==> src/rtl/tx_buf_frame_reader.sv <==
// TX frame buffer reader: streams committed frames to the MAC and releases space.
// Optional TX_FRAME_STATS_EN adds frame and descriptor-error counters.
module tx_buf_frame_reader #(
  parameter int MAX_FRAME_BYTES = 1518,
  parameter int RD_LATENCY      = 2
) (
  input  logic        clk,
  input  logic        reset_n,
  input  logic [9:0]  commited_wr_addr,
  output logic [9:0]  rd_addr,
  input  logic [63:0] rd_data,
  output logic [63:0] mac_data,
  output logic [7:0]  mac_keep,
  output logic        mac_valid,
  output logic        mac_last,
  input  logic        mac_ready,
  output logic [9:0]  commited_rd_addr,
  output logic        desc_err
`ifdef TX_FRAME_STATS_EN
  ,
  output logic [31:0] tx_frame_cnt,
  output logic [15:0] tx_err_cnt
`endif
);

  typedef enum logic [1:0] {
    s_idle,
    s_desc_wait,
    s_data,
    s_commit
  } state_t;

  localparam logic [3:0] LAT = 4'(RD_LATENCY);

  state_t state;
  logic [9:0] base;
  logic [9:0] rd_ptr;
  logic [7:0] rem;
  logic [7:0] keep_last;
  logic [3:0] wcnt;
  logic [RD_LATENCY:0] vld;
  logic [RD_LATENCY:0] lastp;
  logic [2:0] infl;
  logic [2:0] cnt;
  logic [1:0] wp;
  logic [1:0] rp;

  logic [63:0] f_data [4];
  logic [7:0]  f_keep [4];
  logic [3:0]  f_last;

  logic [15:0] len;
  logic        len_bad;
  logic [7:0]  n_words;
  logic [7:0]  kmask;
  logic [3:0]  occ;
  logic        pop;
  logic        push;
  logic        push_last;
  logic        issue;

  assign len     = rd_data[15:0];
  assign len_bad = (len == 16'd0) || (len > 16'(MAX_FRAME_BYTES));
  assign n_words = len[10:3] + {7'd0, |len[2:0]};
  assign kmask   = (len[2:0] == 3'd0) ? 8'hFF
                 : 8'hFF >> (4'd8 - {1'b0, len[2:0]});

  assign mac_valid = (cnt != 3'd0);
  assign mac_data  = mac_valid ? f_data[rp] : 64'd0;
  assign mac_keep  = mac_valid ? f_keep[rp] : 8'd0;
  assign mac_last  = mac_valid & f_last[rp];

  assign pop       = mac_valid & mac_ready;
  assign push      = vld[RD_LATENCY];
  assign push_last = lastp[RD_LATENCY];
  // A beat leaving this cycle frees its slot for a new read.
  assign occ   = {1'b0, cnt} + {1'b0, infl};
  assign issue = (state == s_data) && (rem != 8'd0)
              && ((occ - {3'd0, pop}) < 4'd4);

  always_ff @(posedge clk or negedge reset_n) begin
    if (!reset_n) begin
      state            <= s_idle;
      rd_addr          <= 10'd0;
      commited_rd_addr <= 10'd0;
      desc_err         <= 1'b0;
      base             <= 10'd0;
      rd_ptr           <= 10'd0;
      rem              <= 8'd0;
      keep_last        <= 8'd0;
      wcnt             <= 4'd0;
      vld              <= '0;
      lastp            <= '0;
      infl             <= 3'd0;
    end else begin
      desc_err <= 1'b0;
      vld      <= {vld[RD_LATENCY-1:0], issue};
      lastp    <= {lastp[RD_LATENCY-1:0], issue && (rem == 8'd1)};
      infl     <= infl + {2'd0, issue} - {2'd0, push};
      if (issue) begin
        rd_addr <= rd_ptr;
        rd_ptr  <= rd_ptr + 10'd1;
        rem     <= rem - 8'd1;
      end
      unique case (state)
        s_idle: begin
          if (commited_wr_addr != commited_rd_addr) begin
            rd_addr <= commited_rd_addr;
            base    <= commited_rd_addr;
            wcnt    <= 4'd0;
            state   <= s_desc_wait;
          end
        end
        s_desc_wait: begin
          if (wcnt == LAT) begin
            if (len_bad) begin
              desc_err         <= 1'b1;
              commited_rd_addr <= base + 10'd1;
              state            <= s_idle;
            end else begin
              rem       <= n_words;
              keep_last <= kmask;
              rd_ptr    <= base + 10'd1;
              state     <= s_data;
            end
          end else begin
            wcnt <= wcnt + 4'd1;
          end
        end
        s_data: begin
          if (pop && mac_last) state <= s_commit;
        end
        s_commit: begin
          commited_rd_addr <= rd_ptr;
          state            <= s_idle;
        end
      endcase
    end
  end

  always_ff @(posedge clk or negedge reset_n) begin
    if (!reset_n) begin
      cnt <= 3'd0;
      wp  <= 2'd0;
      rp  <= 2'd0;
    end else begin
      if (push) wp <= wp + 2'd1;
      if (pop)  rp <= rp + 2'd1;
      cnt <= cnt + {2'd0, push} - {2'd0, pop};
    end
  end

  // Storage needs no reset; outputs are gated by mac_valid.
  always_ff @(posedge clk) begin
    if (push) begin
      f_data[wp] <= rd_data;
      f_keep[wp] <= push_last ? keep_last : 8'hFF;
      f_last[wp] <= push_last;
    end
  end

`ifdef TX_FRAME_STATS_EN
  always_ff @(posedge clk or negedge reset_n) begin
    if (!reset_n) begin
      tx_frame_cnt <= 32'd0;
      tx_err_cnt   <= 16'd0;
    end else begin
      if (state == s_commit) tx_frame_cnt <= tx_frame_cnt + 32'd1;
      if (desc_err)          tx_err_cnt   <= tx_err_cnt + 16'd1;
    end
  end
`endif

endmodule
==> config.mk <==
export PLATFORM = sky130hd
export DESIGN_NAME = tx_buf_frame_reader
export DESIGN_NICKNAME = d
export VERILOG_FILES = /design/src/rtl/tx_buf_frame_reader.sv
export SDC_FILE = /design/constraint.sdc
export NUM_CORES = 1
export LEC_CHECK = 0
export CAP_MARGIN = 40
export CORE_MARGIN = 4
export CORE_UTILIZATION = 35
export CTS_CLUSTER_DIAMETER = 50
export DETAILED_ROUTE_END_ITERATION = 12
export PLACE_DENSITY = 0.58
export RECOVER_POWER = 50
export SLEW_MARGIN = 25
export SYNTH_ARGS = -nofsm -noshare
export SYNTH_HDL_FRONTEND = slang
export SYNTH_SLANG_ARGS = --single-unit
==> constraint.sdc <==
create_clock -name clk -period 4.1 [get_ports clk]
set_clock_uncertainty 0.05 [all_clocks]
set_input_delay 0.41 -clock clk [delete_from_list [all_inputs] [get_ports clk]]
set_output_delay 0.41 -clock clk [all_outputs]
set_load 0.03 [all_outputs]
==> out/results.txt, run 1 <==
Die Span Y: 218.8 µm
Nets: 1220
Hold Path Class: in -> async
TritonCTS clock tree: yes
Worst-case reg-to-reg path depth: 5
Final min period: 3.520 ns
Placement row count: 76
Violated checks: capacitance limit, slew limit
Fill cells: 3853
Most used DFF post-synth: edfxtp_1
Largest net degree at the start of global routing: 80
Vias in the first global route: 9112
DR vias/cell: 4.854
Dpl hpwl: 21.01 mm
H-tree depth: 2
Core footprint: 43460 µm²
Crit. End Element: primary output
Main combinational cell family by area after synthesis: multiplexers
Initial antenna violation count: 6
Clock Root Buffer: clkbuf_16
Yosys warns: 0
Synth Area in Adders: 2.349%
Run status: finished with violations
# port buffers: 171
Antenna-violating nets left: 0
Die X: 218.8 µm
Final GP Congestion: 0.7383
Max IR drop VDD: 0.0003722 V
Unrepaired setup endpoints after global routing: false
Layout cells sized above 1: 17.62%
Pwr Total: 0.01306 W
Initial Util: 35.79%
Hold buffer count at cts: 1
Cell Pwr Density: 667.6 nW/µm²
DRT iter0 DRCs: 490
Clk buf depth: 3
Final core utilization: 45.01%
Post-cts resize count: 0
Highest Clock Rate: 284.1 MHz
Global router's overall resource usage: 14.15%
Cells after synthesis: 910
Mean Syn Cell Area: 17.09 µm²
Max FO, Critical Path: 24
Setup bufs post-CTS: 0
Slew Limit Fails: 141
WP data required: 3.64 ns
First-pass GRT wire length: 52.56 mm
WL/cell: 19.26 µm
Setup TNS: 0 ns
Setup CP Type: reg -> out
Critical Path Start: rp[0]$_DFFE_PN0P_
Synth Area in Simple Gates: 7.611%
DIE AREA: 47870 µm²
Max-Cap Viols: 3
Multi-input gate area: 4529 µm²
Pre-antenna DRT Iters: 4
Clock slew at reported path FFs: 0.06 ns
Final cycle utilization of the critical path: 85.85%
Worst-Skew Late Latency: 0.56 ns
Mux cell area share after synthesis: 13.24%
R2r setup slk: 0.87 ns
Area growth, synth to finish: 25.78%
Vias: 8461
Number of synthesized flops with an enable pin: 292
CTS buffer count: 45
Worst Tran Pin Value: 2.284 ns
Xor-xnor portion of the synthesized cell area: 2.534%
CP arrival: 3.06 ns
Post-synthesis sequential area ratio: 69.10%
CP Launch Type: register
Worst slew margin: -52.28%
Static Leak: 6.913 nW
Compound-Gate Fraction of Synth Area: 3.355%
I/O pin count: 172
Total grt overflow: 0
Netlist cell types: 59
Detailed Route WL: 33.58 mm
Endpoints failing hold: 0
Synth async-reset ratio: 21.29%
Sink Count: 371
Drc violations: 0
Setup violators final: 0
Reg-to-Reg Start: wp[0]$_DFFE_PN0P_
Yosys reg bits: 371
Register area: 10750 µm²
Syn nets: 1015
Mapped Area: 15550 µm²
-- cells by family after synthesis --
| group | count (synthesis) |
|---|---|
| compound gates | 79 |
| xor+xnor | 45 |
| fa+ha+maj | 28 |
| buf+inv | 67 |
| flops | 371 |
| mux | 112 |
| simple gates | 208 |
-- path summary, 6_finish.rpt --
| path | to |
|---|---|
| max in group asynchronous | rp[1]$_DFFE_PN0P_ |
| setup / recovery | mac_last |
| hold / removal | commited_rd_addr[2]$_DFFE_PN0P_ |
| min in group clk | vld[2]$_DFF_PN0_ |
| hold reg to reg | vld[2]$_DFF_PN0_ |
| setup reg to reg | f_data[0][61]$_DFFE_PP_ |
-- cell usage after synthesis (all sizes together) (17+ instances only) --
| library cell | n | area (µm²) |
|---|---|---|
| nor2 | 33 | 131.4 |
| mux2 | 20 | 225.2 |
| inv | 29 | 108.9 |
| a21oi | 33 | 165.2 |
| ha | 26 | 325.3 |
| o21ai | 21 | 116.4 |
| mux2i | 19 | 190.2 |
| dfrtp | 79 | 1977 |
| xnor2 | 32 | 280.3 |
| and2 | 82 | 513.0 |
| buf | 17 | 93.84 |
| clkbuf | 21 | 78.83 |
| mux4 | 73 | 1644 |
| edfxtp | 292 | 8768 |
| nand2 | 25 | 93.84 |
-- layer usage --
layer / vias up / part of all wire, % / track usage (%) / routed length (µm)
li1: 3898 / - / - / -
met1: 4291 / 44 / 19.02 / 14730
met2: 209 / 47 / 22.86 / 15910
met3: 57 / 6.4 / 3.545 / 2138
met4: 6 / 2.3 / 4.361 / 760
met5: - / 0.11 / 0 / 37
-- cell type report --
cell class,count,share of cell area [%]
sequential,371,54.97
tap,585,3.742
antenna,6,0.07676
inverter,29,0.5565
multi-input combinational,472,23.16
clock buffer,55,6.269
timing repair buffer,196,9.953
clock inverter,29,1.273
-- state kept, by name, indices dropped and copies added, names as in the netlist, 4 cells and up, named ones only --
register and count:
commited_rd_addr 10, rd_addr 10, rd_ptr 10, f_data 256
f_last 4, rem 8, base 10, wcnt 4
keep_last 8, f_keep 32
-- power breakdown --
| part | leakage (nW) | internal [W] | switching, W |
|---|---|---|---|
| combinational | 2.54 | 0.00213 | 0.00236 |
| clock | 0.721 | 0.00233 | 0.00156 |
| sequential | 3.65 | 0.00429 | 0.000383 |
| total | 6.91 | 0.00876 | 0.00430 |
-- cell usage in the layout, fill, tap and decap left out, types with 26 or more instances in the layout --
cell / instances
edfxtp_1: 292
clkdlybuf4s50_1: 106
and2_1: 78
dfrtp_1: 77
mux4_2: 73
dlygate4sd3_1: 65
clkbuf_16: 47
a21oi_1: 33
nor2_1: 32
xnor2_1: 32
inv_1: 28
ha_1: 26
-- critical path, cell delays in order, from the launching register on --
cell and delay (ns):
dfrtp_4 0.75, buf_4 0.35, mux4_2 0.52, and2_1 0.23, clkdlybuf4s50_1 0.62
-- metrics by stage --
stage	std cells	worst slack (ns)	hold slack [ns]	cell area [µm²]
after floorplan	910	0.6215	0.06441	15550
after global placement	1648	0.4386	0.2843	18040
after detailed placement	1650	0.4121	0.2896	18070
after CTS	1735	0.4778	0.3029	19560
after global routing	1738	0.3770	0.2536	19550
final	1743	0.5802	0.2457	19560
(Power assumes the default switching activity.)
==> inputs of run 2 (changes only) <==
- CORE_MARGIN: 4 -> 8
==> run 2 against run 1 <==
Compared with the run above:
- the flow still finishes with violations (capacitance limit, slew limit)
- die area up 7.4%
- cell area about the same
- non-clock buffer count up 1
- largest power group unchanged
- combinational power up 1%
- via count down 0.97%
- clock power down 3%
- largest cell class unchanged
==> out/results.txt, run 2 (same netlist as run 1, synthesis figures left out) <==
Largest net degree at the start of global routing: 50 (was 80)
Violated checks: capacitance limit, slew limit (unchanged)
First-pass GRT wire length: 52.98 mm (was 52.56 mm)
WP data required: 3.64 ns (about the same)
Most frequent cells in the layout: edfxtp_1, clkdlybuf4s50_1, and2_1, dfrtp_1, mux4_2 (was edfxtp_1, clkdlybuf4s50_1, and2_1)
Setup violators final: 0 (unchanged)
Combinational power share: 34.8% (was 34.4%)
Final WS setup: 0.6678 ns (was 0.5802 ns)
Setup CP Type: reg -> out (unchanged)
Area growth, synth to finish: 25.75% (was 25.78%)
Detailed Route WL: 33.89 mm (was 33.58 mm)
CP arrival: 2.97 ns (was 3.06 ns)
Pre-antenna DRT Iters: 4 (unchanged)
Sw frac: 32.92% (was 32.94%)
CP max stage delay: 0.71 ns (was 0.75 ns)
Dpl hpwl: 21.87 mm (was 21.01 mm)
Initial Util: 35.32% (was 35.79%)
Cells along the critical path: buf_4 > mux4_2 > and2_1 > clkdlybuf4s50_1 (unchanged)
Total grt overflow: 0 (unchanged)
# port buffers: 171 (unchanged)
Post-cts resize count: 0 (unchanged)
Global router's overall resource usage: 13.38% (was 14.15%)
Clock Root Buffer: clkbuf_16 (unchanged)
Placement row count: 77 (was 76)
Highest Clock Rate: 291.4 MHz (was 284.1 MHz)
Top flop regs: f_data: 256 flops, f_keep: 32 flops (unchanged)
Die Span Y: 226.8 µm (was 218.8 µm)
Largest Register: f_data (unchanged)
Vias: 8379 (was 8461)
Die X: 226.8 µm (was 218.8 µm)
Antenna-violating nets left: 0 (unchanged)
Worst-Skew Late Latency: 0.56 ns (about the same)
Vias in the first global route: 9041 (was 9112)
DR vias/cell: 4.804 (was 4.854)
Endpoints failing hold: 0 (unchanged)
Initial antenna violation count: 6 (unchanged)
Max reg flops: 256 (unchanged)
WL/cell: 19.43 µm (was 19.26 µm)
Max-Cap Viols: 3 (unchanged)
Core footprint: 44030 µm² (was 43460 µm²)
Clk buf depth: 3 (unchanged)
DRT iter0 DRCs: 531 (was 490)
Sink Count: 371 (unchanged)
Worst slew margin: -48.82% (was -52.28%)
Net Sw Power: 0.004284 W (was 0.004302 W)
Cell Pwr Density: 665.6 nW/µm² (was 667.6 nW/µm²)
Unrepaired setup endpoints after global routing: false (unchanged)
Layout cells sized above 1: 17.52% (was 17.62%)
Internal: 0.008731 W (was 0.008757 W)
Setup TNS: 0 ns (unchanged)
Top Family by Delay on Critical Path: buffers and inverters (unchanged)
DIE AREA: 51430 µm² (was 47870 µm²)
TritonCTS clock tree: yes (unchanged)
Crit. End Element: primary output (unchanged)
Drc violations: 0 (unchanged)
Buffers plus inverters on the worst setup path: 2 (unchanged)
Place WS: 0.4176 ns (was 0.4121 ns)
Worst Tran Pin Value: 2.231 ns (was 2.284 ns)
H-tree depth: 2 (unchanged)
Final GP Congestion: 0.7556 (was 0.7383)
Final min period: 3.432 ns (was 3.520 ns)
CP Launch Type: register (unchanged)
Clock slew at reported path FFs: 0.06 ns (about the same)
Static Leak: 6.894 nW (was 6.913 nW)
I/O pin count: 172 (unchanged)
Final cycle utilization of the critical path: 83.71% (was 85.85%)
Power share of the clock group: 29.0% (was 29.8%)
Run status: finished with violations (unchanged)
Nets: 1218 (was 1220)
Slew Limit Fails: 84 (was 141)
Reg power frac: 36.1% (was 35.8%)
Hold Path Class: reg -> reg (was in -> async)
Commonest non-fill, non-tap cell in the layout: edfxtp_1 (unchanged)
Slowest stage cell on the critical path: dfrtp_4 (unchanged)
Hold WS: 0.2992 ns (was 0.2457 ns)
Max FO, Critical Path: 20 (was 24)
CTS buffer count: 42 (was 45)
Max IR drop VDD: 0.0003533 V (was 0.0003722 V)
[run 2: per-stage QoR]
step | area [µm²] | cells | total power (W) | util (%)
2_1_floorplan | 15550 | 910 | 0.007629 | -
3_3_place_gp | 18080 | 1657 | 0.009376 | 41.08
3_5_place_dp | 18120 | 1659 | 0.009431 | 41.16
4_1_cts | 19560 | 1738 | 0.01327 | 44.42
5_1_grt | 19540 | 1739 | 0.01367 | 44.39
6_report | 19560 | 1744 | 0.01302 | 44.41
[run 2: area by class of cell]
type	instances	area, µm²
diodes	5	12.51
clock buffers	51	1106
clock inverters	27	319.1
fillers	3887	24470
inverters	29	108.9
multi-input cells	472	4529
flip-flops and latches	371	10750
well taps	592	740.7
repair buffers	197	1986
[run 2: what timing repair did]
| item | in CTS | in global routing |
|---|---|---|
| hold buffers | 1 | 0 |
| setup buffers | 0 | 0 |
| setup endpoints to repair | 0 | 0 |
| endpoints found under the hold margin | 48 | 0 |
[run 2: worst paths after layout]
check,end,cells after the start,slack [ns],startpoint
setup / recovery,mac_keep[4],4,0.67,rp[0]$_DFFE_PN0P_
hold / removal,lastp[1]$_DFF_PN0_,0,0.30,lastp[0]$_DFF_PN0_
setup reg to reg,infl[2]$_DFF_PN0_,14,0.87,cnt[1]$_DFF_PN0_
hold reg to reg,lastp[1]$_DFF_PN0_,0,0.30,lastp[0]$_DFF_PN0_
max in group asynchronous,infl[2]$_DFF_PN0_,3,1.59,reset_n
min in group asynchronous,rd_addr[1]$_DFF_PN0_,2,0.38,reset_n
[run 2: power groups by stage]
stage               registers [W]  clock network (W)  logic, W
floorplan                 0.00469                  0   0.00294
global placement          0.00479                  0   0.00459
detailed placement        0.00478                  0   0.00465
CTS                       0.00472            0.00390   0.00466
global route              0.00476            0.00404   0.00487
finish                    0.00470            0.00378   0.00454
[run 2: metal layers]
layer / vias to the layer above / GRT usage, % / wire [µm]
met5: - / 0 / 47
met4: 8 / 3.124 / 505
met3: 44 / 4.087 / 2761
met2: 191 / 21.76 / 16020
met1: 4253 / 17.43 / 14550
li1: 3883 / - / -
==> inputs of run 3 (changes only) <==
- clock period: 4.1 -> 3.53 ns (I/O delays scaled with it)
==> run 3 against run 2 <==
Compared with the run above:
- the run still ends with capacitance limit, slew limit left
- flip-flop and latch count is the same
- via count is essentially flat
- wire length grew 0.19%
- die area is the same
- clock power grew 16%
- cell area is essentially flat
- sequential power grew 15%
- core utilization is essentially flat
- register-to-register slack lost 0.60 ns
- largest cell class unchanged
- global-route usage shrank 0.14 points
- power grew 16%
==> out/results.txt, run 3 (same netlist as run 1, synthesis figures left out) <==
Global router's overall resource usage: 13.24% (was 13.38%)
Critical Path Start: rp[0]$_DFFE_PN0P_ (unchanged)
Clock Root Buffer: clkbuf_16 (unchanged)
Final Cell Area: 19550 µm² (was 19560 µm²)
Final min period: 3.278 ns
Worst Tran Pin Value: 2.268 ns (was 2.231 ns)
Dpl cell area: 18150 µm² (was 18120 µm²)
Slew Limit Fails: 146 (was 84)
Max reg flops: 256 (unchanged)
# port buffers: 171 (unchanged)
WP data required: 3.13 ns (was 3.64 ns)
Drc violations: 0 (unchanged)
Initial antenna violation count: 6 (unchanged)
CP max stage delay: 0.66 ns (was 0.71 ns)
Area growth, synth to finish: 25.74% (was 25.75%)
Commonest non-fill, non-tap cell in the layout: edfxtp_1 (unchanged)
CP arrival: 2.87 ns (was 2.97 ns)
TritonCTS clock tree: yes (unchanged)
Antenna-violating nets left: 0 (unchanged)
Setup CP Type: reg -> out (unchanged)
Pre-antenna DRT Iters: 4 (unchanged)
Clock slew at reported path FFs: 0.06 ns (about the same)
Most frequent cells in the layout: edfxtp_1, clkdlybuf4s50_1, and2_1 (was edfxtp_1, clkdlybuf4s50_1, and2_1, dfrtp_1, mux4_2)
Run status: finished with violations (unchanged)
DIE AREA: 51430 µm² (unchanged)
Placement row count: 77 (unchanged)
Detailed Route WL: 33.95 mm (was 33.89 mm)
Final cycle utilization of the critical path: 92.85%
Setup bufs post-CTS: 0 (unchanged)
Post-cts resize count: 0 (unchanged)
Worst-Skew Late Latency: 0.56 ns (about the same)
Cells along the critical path: buf_12 > mux4_2 > and2_1 > clkdlybuf4s50_1 (was buf_4 > mux4_2 > and2_1 > clkdlybuf4s50_1)
Core footprint: 44030 µm² (unchanged)
Vias: 8387 (was 8379)
Crit. End Element: primary output (unchanged)
DRT iter0 DRCs: 535 (was 531)
Clk buf depth: 3 (unchanged)
Vias in the first global route: 8877 (was 9041)
Total grt overflow: 0 (unchanged)
Max-Cap Viols: 3 (unchanged)
DR vias/cell: 4.812 (was 4.804)
Die X: 226.8 µm (unchanged)
Die Span Y: 226.8 µm (unchanged)
Hold Path Class: in -> async (was reg -> reg)
First-pass GRT wire length: 52.15 mm (was 52.98 mm)
Largest Register: f_data (unchanged)
Setup violators final: 0 (unchanged)
Hold buffer count at cts: 1 (unchanged)
Final GP Congestion: 0.7352 (was 0.7556)
Reg-to-Reg Start: cnt[1]$_DFF_PN0_ (unchanged)
Highest Clock Rate: 305.1 MHz
Endpoints failing hold: 0 (unchanged)
Setup crit end: mac_data[0] (was mac_keep[4])
Worst-case reg-to-reg path depth: 14 (unchanged)
Initial Util: 35.32% (unchanged)
H-tree depth: 2 (unchanged)
Layout cells sized above 1: 17.18% (was 17.52%)
Slowest stage cell on the critical path: clkdlybuf4s50_1 (was dfrtp_4)
Final core utilization: 44.41% (about the same)
Fill cells: 3938 (was 3887)
Violated checks: capacitance limit, slew limit (unchanged)
R2r setup slk: 0.27 ns (was 0.87 ns)
Sink Count: 371 (unchanged)
CTS buffer count: 41 (was 42)
Max IR drop VDD: 0.0003790 V (was 0.0003533 V)
Top flop regs: f_data: 256 flops, f_keep: 32 flops (unchanged)
CP Launch Type: register (unchanged)
Setup TNS: 0 ns (unchanged)
WL/cell: 19.48 µm (was 19.43 µm)
Worst slew margin: -51.17% (was -48.82%)
Largest net degree at the start of global routing: 80 (was 50)
Cell Pwr Density: 774.0 nW/µm² (was 665.6 nW/µm²)
Max FO, Critical Path: 33 (was 20)
I/O pin count: 172 (unchanged)
R2r endpoint: infl[2]$_DFF_PN0_ (unchanged)
Unrepaired setup endpoints after global routing: false (unchanged)
Static Leak: 6.896 nW (was 6.894 nW)
Dpl hpwl: 21.50 mm (was 21.87 mm)
Nets: 1219 (was 1218)
run 3: cell types whose count changed in the layout (fill, tap and decap cells not counted), sizes merged:
| cell | delta |
|---|---|
| clkinvlp | -1 |
| clkinv | -5 |
| diode | -1 |
| inv | +3 |
| clkbuf | +2 |
| bufinv | +1 |
run 3: worst min-delay path by stage:
| stage | from | endpoint | cells past startpoint |
|---|---|---|---|
| after global placement | vld[1]$_DFF_PN0_ | vld[2]$_DFF_PN0_ | 0 |
| after global routing | reset_n | wcnt[2]$_DFFE_PN0P_ | 2 |
| after CTS | vld[1]$_DFF_PN0_ | vld[2]$_DFF_PN0_ | 0 |
| after detailed placement | vld[1]$_DFF_PN0_ | vld[2]$_DFF_PN0_ | 0 |
| after floorplan | reset_n | async pin | 0 |
| final | reset_n | desc_err$_DFF_PN0_ | 2 |
run 3: through the flow:
step	hold slack, ns	setup WS [ns]	cells	total power (W)
6_report	0.1998	0.2523	1743	0.01513
5_1_grt	0.2195	0.05859	1739	0.01588
4_1_cts	0.2999	0.1432	1737	0.01541
3_5_place_dp	0.2847	-0.08283	1660	0.01096
3_3_place_gp	0.2849	-0.03274	1660	0.01092
2_1_floorplan	0.007409	0.05152	910	0.008861
run 3: where the power goes:
part / switching [W] / internal, W / total (W)
registers: 0.000429 / 0.00499 / 0.00542
clock network: 0.00177 / 0.00262 / 0.00439
logic: 0.00280 / 0.00252 / 0.00532
run 3: routing by layer:
metal / routed length (µm) / share of wire [%] / vias to the layer above / track usage [%]
li1: - / - / 3888 / -
met1: 15160 / 45 / 4252 / 17.87
met2: 15760 / 46 / 191 / 20.67
met3: 2477 / 7.3 / 48 / 4.100
met4: 506 / 1.5 / 8 / 3.333
met5: 51 / 0.15 / - / 0
run 3: area by class of cell:
class,instances,area [µm²],area share (%)
sequential,371,10750,54.99
antenna,4,10.01,0.05119
multi-input combinational,472,4529,23.16
tap,592,740.7,3.788
timing repair buffer,199,2008,10.27
clock buffer,51,1064,5.439
clock inverter,25,340.3,1.740
inverter,29,108.9,0.5567
run 3: critical path: cells and delay by family (launching register included):
kind / cells / cell delay (ns)
buf+inv: 2 / 0.98
mux: 1 / 0.54
simple gates: 1 / 0.16
flops: 1 / 0.63
